$ cat config.mk
export PLATFORM = sky130hd
export DESIGN_NAME = load_store_unit
export DESIGN_NICKNAME = d
export VERILOG_FILES = /design/src/rtl/lsu_pkg.sv /design/src/rtl/lsu_align.sv /design/src/rtl/load_store_unit.sv
export SDC_FILE = /design/constraint.sdc
export NUM_CORES = 1
export LEC_CHECK = 0
export ABC_AREA = 0
export ABC_CLOCK_PERIOD_IN_PS = 2800
export BUFFER_PORTS_ARGS = -buffer_cell sky130_fd_sc_hd__buf_2
export CAP_MARGIN = 20
export CORE_MARGIN = 2
export CORE_UTILIZATION = 35
export CTS_BUF_LIST = sky130_fd_sc_hd__clkbuf_4 sky130_fd_sc_hd__clkbuf_8
export CTS_CLUSTER_SIZE = 14
export DETAILED_ROUTE_END_ITERATION = 10
export HOLD_SLACK_MARGIN = 0.08
export PLACE_DENSITY = 0.68
export SKIP_CTS_REPAIR_TIMING = 1
export SYNTH_ARGS = -nofsm -noshare
export SYNTH_HDL_FRONTEND = slang
export SYNTH_SLANG_ARGS = --single-unit
$ cat constraint.sdc
create_clock -name clk -period 2.8 [get_ports clk]
set_input_delay 0.28 -clock clk [delete_from_list [all_inputs] [get_ports clk]]
set_output_delay 0.28 -clock clk [all_outputs]
set_load 0.1 [all_outputs]
$ cat src/rtl/lsu_pkg.sv
// Shared types for the load/store unit: FSM states, RISC-V fun3 size codes
// and the fun3 decoder used at request acceptance.
package lsu_pkg;

   typedef enum logic [2:0] {
      StIdle,
      StReq0,
      StWait0,
      StReq1,
      StWait1,
      StResp
   } lsu_state_e;

   localparam logic [2:0] Fun3B  = 3'b000;
   localparam logic [2:0] Fun3H  = 3'b001;
   localparam logic [2:0] Fun3W  = 3'b010;
   localparam logic [2:0] Fun3D  = 3'b011;
   localparam logic [2:0] Fun3Bu = 3'b100;
   localparam logic [2:0] Fun3Hu = 3'b101;
   localparam logic [2:0] Fun3Wu = 3'b110;

   // size is log2 of the access width in bytes
   typedef struct packed {
      logic       legal;
      logic       sign;
      logic [1:0] size;
   } fun3_dec_t;

   function automatic fun3_dec_t decode_fun3(input logic [2:0] fun3, input logic store,
                                             input logic wide);
      fun3_dec_t d;
      d = '{legal: 1'b0, sign: 1'b0, size: 2'd0};
      case (fun3)
         Fun3B:   d = '{legal: 1'b1,          sign: 1'b1, size: 2'd0};
         Fun3H:   d = '{legal: 1'b1,          sign: 1'b1, size: 2'd1};
         Fun3W:   d = '{legal: 1'b1,          sign: 1'b1, size: 2'd2};
         Fun3D:   d = '{legal: wide,          sign: 1'b1, size: 2'd3};
         Fun3Bu:  d = '{legal: !store,        sign: 1'b0, size: 2'd0};
         Fun3Hu:  d = '{legal: !store,        sign: 1'b0, size: 2'd1};
         Fun3Wu:  d = '{legal: wide && !store, sign: 1'b0, size: 2'd2};
         default: d = '{legal: 1'b0,          sign: 1'b0, size: 2'd0};
      endcase
      return d;
   endfunction

endpackage

$ cat src/rtl/lsu_align.sv
// Combinational lane logic: positions store data and byte enables for either
// half of a (possibly split) access and merges/extends load data.
module lsu_align #(
   parameter int unsigned XLEN = 32
) (
   input  logic [$clog2(XLEN/8)-1:0] offset,
   input  logic [1:0]                size,
   input  logic                      sign,
   input  logic                      part,
   input  logic [XLEN-1:0]           wdata,
   input  logic [XLEN-1:0]           rdata_lo,
   input  logic [XLEN-1:0]           rdata_hi,
   output logic [XLEN-1:0]           lane_wdata,
   output logic [XLEN/8-1:0]         lane_strb,
   output logic [XLEN-1:0]           load_data
);

   localparam int unsigned NB = XLEN / 8;
   localparam int unsigned LW = $clog2(XLEN);

   logic [XLEN-1:0]   size_mask;
   logic [XLEN-1:0]   raw;
   logic [NB-1:0]     byte_mask;
   logic [2*XLEN-1:0] wide_w;
   logic [2*NB-1:0]   wide_s;
   logic [LW-1:0]     msb;

   // Work on a double-width window: the low half is the first word of a split
   // access, the high half the second.
   always_comb begin
      size_mask  = ~({XLEN{1'b1}} << (32'd8 << size));
      byte_mask  = ~({NB{1'b1}} << (32'd1 << size));
      wide_w     = {{XLEN{1'b0}}, wdata & size_mask} << {offset, 3'b000};
      wide_s     = {{NB{1'b0}}, byte_mask} << offset;
      lane_wdata = part ? wide_w[2*XLEN-1:XLEN] : wide_w[XLEN-1:0];
      lane_strb  = part ? wide_s[2*NB-1:NB] : wide_s[NB-1:0];
      raw        = XLEN'({rdata_hi, rdata_lo} >> {offset, 3'b000});
      msb        = LW'((32'd8 << size) - 32'd1);
      load_data  = (raw & size_mask) | (~size_mask & {XLEN{sign & raw[msb]}});
   end

endmodule

$ cat src/rtl/load_store_unit.sv
// Load/store unit FSM. Define LSU_MISALIGN_EN to split accesses that cross a
// word boundary; otherwise misaligned accesses fault.
module load_store_unit
   import lsu_pkg::*;
#(
   parameter int unsigned XLEN   = 32,
   parameter int unsigned ADDR_W = 32
) (
   input  logic              clk,
   input  logic              rst,
   input  logic              req_valid,
   output logic              req_ready,
   input  logic              req_we,
   input  logic [2:0]        req_fun3,
   input  logic [ADDR_W-1:0] req_addr,
   input  logic [XLEN-1:0]   req_wdata,
   output logic              mem_valid,
   input  logic              mem_ready,
   output logic              mem_we,
   output logic [ADDR_W-1:0] mem_addr,
   output logic [XLEN-1:0]   mem_wdata,
   output logic [XLEN/8-1:0] mem_strb,
   input  logic              mem_rvalid,
   input  logic [XLEN-1:0]   mem_rdata,
   output logic              resp_valid,
   output logic [XLEN-1:0]   resp_rdata,
   output logic              resp_fault
);

   localparam int unsigned NB = XLEN / 8;
   localparam int unsigned OW = $clog2(NB);

   lsu_state_e        state_q, state_d;
   fun3_dec_t         dec;
   logic              we_q, sign_q, fault_q, fault_d, more, part, in_req;
   logic [1:0]        size_q;
   logic [ADDR_W-1:0] addr_q, word_addr;
   logic [XLEN-1:0]   wdata_q, rdata0_q, rdata_hi, lane_wdata, load_data;
   logic [NB-1:0]     lane_strb;

   assign dec = decode_fun3(req_fun3, req_we, XLEN == 64);

`ifdef LSU_MISALIGN_EN
   logic            split_q, split_d;
   logic [XLEN-1:0] rdata1_q;

   always_comb begin
      fault_d = !dec.legal;
      split_d = (32'(req_addr[OW-1:0]) + (32'd1 << dec.size)) > NB;
   end
   assign more     = split_q && (state_q == StReq0 || state_q == StWait0);
   assign rdata_hi = rdata1_q;
`else
   always_comb begin
      fault_d = !dec.legal || ((req_addr[OW-1:0] & OW'((32'd1 << dec.size) - 32'd1)) != '0);
   end
   assign more     = 1'b0;
   assign rdata_hi = '0;
`endif

   always_ff @(posedge clk or negedge rst) begin
      if (!rst) begin
         state_q  <= StIdle;
         we_q     <= 1'b0;
         sign_q   <= 1'b0;
         fault_q  <= 1'b0;
         size_q   <= 2'd0;
         addr_q   <= '0;
         wdata_q  <= '0;
         rdata0_q <= '0;
`ifdef LSU_MISALIGN_EN
         split_q  <= 1'b0;
         rdata1_q <= '0;
`endif
      end else begin
         state_q <= state_d;
         if (state_q == StIdle && req_valid) begin
            we_q    <= req_we;
            sign_q  <= dec.sign;
            fault_q <= fault_d;
            size_q  <= dec.size;
            addr_q  <= req_addr;
            wdata_q <= req_wdata;
`ifdef LSU_MISALIGN_EN
            split_q <= split_d;
`endif
         end
         if (state_q == StWait0 && mem_rvalid) rdata0_q <= mem_rdata;
`ifdef LSU_MISALIGN_EN
         if (state_q == StWait1 && mem_rvalid) rdata1_q <= mem_rdata;
`endif
      end
   end

   always_comb begin
      state_d = state_q;
      case (state_q)
         StIdle:  if (req_valid) state_d = fault_d ? StResp : StReq0;
         StReq0:  if (mem_ready) state_d = we_q ? (more ? StReq1 : StResp) : StWait0;
         StWait0: if (mem_rvalid) state_d = more ? StReq1 : StResp;
`ifdef LSU_MISALIGN_EN
         StReq1:  if (mem_ready) state_d = we_q ? StResp : StWait1;
         StWait1: if (mem_rvalid) state_d = StResp;
`endif
         StResp:  state_d = StIdle;
         default: state_d = StIdle;
      endcase
   end

   lsu_align #(
      .XLEN(XLEN)
   ) u_align (
      .offset    (addr_q[OW-1:0]),
      .size      (size_q),
      .sign      (sign_q),
      .part      (part),
      .wdata     (wdata_q),
      .rdata_lo  (rdata0_q),
      .rdata_hi  (rdata_hi),
      .lane_wdata(lane_wdata),
      .lane_strb (lane_strb),
      .load_data (load_data)
   );

   assign part      = (state_q == StReq1);
   assign in_req    = (state_q == StReq0) || part;
   assign word_addr = {addr_q[ADDR_W-1:OW], {OW{1'b0}}} + (part ? ADDR_W'(NB) : '0);

   assign req_ready  = (state_q == StIdle);
   assign mem_valid  = in_req;
   assign mem_we     = in_req && we_q;
   assign mem_addr   = in_req ? word_addr : '0;
   assign mem_wdata  = (in_req && we_q) ? lane_wdata : '0;
   assign mem_strb   = in_req ? lane_strb : '0;
   assign resp_valid = (state_q == StResp);
   assign resp_fault = resp_valid && fault_q;
   assign resp_rdata = (resp_valid && !we_q && !fault_q) ? load_data : '0;

endmodule
==> reports/results.tsv <==
metric	value	unit
total chip power	12.56	mW
Cell Rows	49	
met1 Use GR	31.87	%
Worst Path Max Fanout	6	
WL/cell	18.31	microns
Setup crit start kind	flop	
Synth area leaders	dfrtp_1, nand2_1, mux2_2, a21oi_1, mux2i_1	
WP buf/inv	5	
Worst-path clk slew	110	ps
Max Cap Viol	0	
post-synthesis sequential area ratio	39.79	%
EDFF count, synth	0	
worst slew pin tran	864.2	ps
CTS Buf Count	9	
worst-case clock buffer depth	2	
Critical Path AT	2580	ps
Sw Pwr	7.023	mW
final hold viol count	0	
first-pass GRT wire length	36010	microns
P&R area growth vs syn	65.03	%
Clk network pwr share	8.2	%
leakage	4.607	nW
DRT iter0 DRCs	571	
Placer Congestion	0.8704	
GR Layer Usage met2	36.74	%
area leader, netlist	dfrtp_1	
yosys warns	0	
# IOs	210	
Cells after Synth	824	
Global Route Usage Sum	22.90	%
final setup margin	-55.95	ps
post-synth cell types	53	
Starting Density	36.04	%
initial antenna violation count	0	
GR peak layer	met2	
Max Slew Vio Count	0	
delay-heaviest family, CP	simple AND/OR/NAND/NOR gates	
RSZ-0062 raised after global routing	true	
top-count cell post-synth	nand2_1	
I/O Buffers	207	
Routed Antenna Nets	0	
core area	18150	sq um
Chip Width	140.7	microns
post-synth top area share	39.79	%
Logic pwr share	67.4	%
CTS tree	yes	
largest net degree at the start of global routing	62	
critical path class	reg2out	
die height	140.7	microns
Commonest cells post-synth	nand2_1, dfrtp_1, a21oi_1	
clk_lat worst skew	390	ps
worst hold slack	82.04	ps
htree depth	3	
fin crit period	2856	ps
mapped cell area	6540	sq um
total congestion overflow	0	
Relative slew margins	42.39	%
DIE AREA	19800	sq um
Yosys reg bits	104	
critical-path cell list	nand2b_4, clkinvlp_4, nand2_4, inv_4, ha_4, ha_4, and4_4, buf_6, buf_6, and2_4, nand4_1, a21oi_4, buf_12	
Via Count	7086	
Clock Sinks	104	
Clock Skews	12.30	ps
Place WS	193.0	ps
status	finished with violations	
met3 Use GR	4.348	%
setup TNS	-198.6	ps
Residual DRC	0	
failing checks	setup timing	
CP endpoint kind	output pin	
worst hold path class	in2reg	
total length of routed wires	23750	microns
vias in the first global route	6537	
pwr/cell area	1164	nW/um^2
Seq pwr share	24.3	%
fraction of registers with async set or reset after synthesis	100.0	%
Mapped Avg Cell Area	7.937	sq um
root buf cell	clkbuf_8	
Synth Flop Type	dfrtp_1	
vias per cell	5.463	
fin crit share	102.0	%
internal power	5.535	mW
endpoints failing setup	6	
Max Fclk	0.3501	GHz
Switching Share	55.92	%
CP peak stage delay	400	ps
Critical-path top delay cell	dfrtp_1	
share of layout cells above drive strength 1	45.78	%
Required @ worst endpoint	2520	ps
DP HPWL	16830	microns
Pre-antenna DRT Iters	5	
peak supply drop	0.5968	mV
nets	1168	
## placed cells by master (no fill, tap or decap), types with 4 or more instances in the layout
cell	netlist	layout
nand2_4	0	5
a211oi_1	16	9
dfrtp_1	104	94
nand3_1	7	5
nor2_2	0	5
nand2b_1	10	9
mux2_2	33	33
a21oi_1	68	18
a211oi_2	0	7
or3_4	0	10
xor2_2	0	5
and3_1	8	7
buf_6	1	8
buf_2	4	119
dfrtp_2	0	10
clkbuf_4	0	7
nor2_1	47	27
mux2i_1	24	24
buf_12	0	81
nor2_4	0	15
nor3_4	0	8
inv_6	0	4
nor2b_1	13	11
o21ai_0	39	31
o21ai_1	0	5
nand2_1	245	236
a22oi_1	17	17
a221oi_2	0	8
buf_4	3	63
a32o_1	8	8
nand4_1	16	16
inv_1	9	7
dlygate4sd3_1	0	16
clkbuf_8	0	10
a21oi_2	0	15
a21oi_4	0	35
a221oi_1	16	8
## cell families after synthesis
kind of cell	after synthesis	share of synthesized area, %
other	1	0.05734
xor gates and xnor gates	11	1.473
muxes	58	9.700
buffers and inverters	78	4.974
adders and majority gates	2	0.3826
AOI/OAI and AO/OA	178	17.16
and+or+nand+nor	392	26.46
DFF	104	39.79
## area by class of cell
cell class / instances / area, sq um
Antenna cell: 2 / 5.005
Clock buffer: 10 / 137.6
Clock inverter: 6 / 72.57
Fill cell: 1518 / 7355
Inverter: 9 / 40.04
Multi-Input combinational cell: 643 / 4643
Sequential cell: 104 / 2615
Tap cell: 229 / 286.5
Timing Repair Buffer: 294 / 2993
## through the flow
step / utilization [%] / cells / cell area, sq um
floorplan: - / 825 / 7555
global placement: 55.27 / 1227 / 10030
detailed placement: 55.27 / 1227 / 10030
CTS: 56.43 / 1243 / 10240
global route: 59.45 / 1295 / 10790
finish: 59.47 / 1297 / 10790
## power by group through the flow
stage	registers [mW]	clock network, mW	logic [mW]
after floorplan	2.75	0	6.05
after global placement	3.04	0	8.07
after detailed placement	3.07	0	8.15
after CTS	3.04	1.07	8.17
after global routing	3.14	1.12	8.98
final	3.06	1.03	8.47
## per-layer routing
layer	vias to the layer above	part of all wire [%]
met1	3398	44
met5	-	0
met2	317	47
li1	3332	-
met3	39	6.2
met4	0	2.4
## worst register-to-register path, cell delays in order (launching register included)
cell	delay (ps)
dfrtp_1	410
buf_4	320
buf_4	260
nand2_1	80
nor3_2	100
buf_4	400
mux2_2	410
## state kept, by name, summed over array words and instances, names as in the netlist
name,flops
addr_q,32
rdata0_q,32
wdata_q,32
state_q,3
size_q,2
fault_q,1
sign_q,1
we_q,1
## final timing paths
path,cells past startpoint,slack (ps),from,to
min in group asynchronous,2,460,rst,addr_q[16]
max reg2reg,6,720,state_q[1],rdata0_q[12]
max,13,-60,state_q[2],mem_addr[30]
min reg2reg,1,510,rdata0_q[1],rdata0_q[1]
min,3,80,req_wdata[24],wdata_q[24]
max in group asynchronous,3,1570,rst,addr_q[7]
Note: power is estimated with default switching activity, not from simulation.
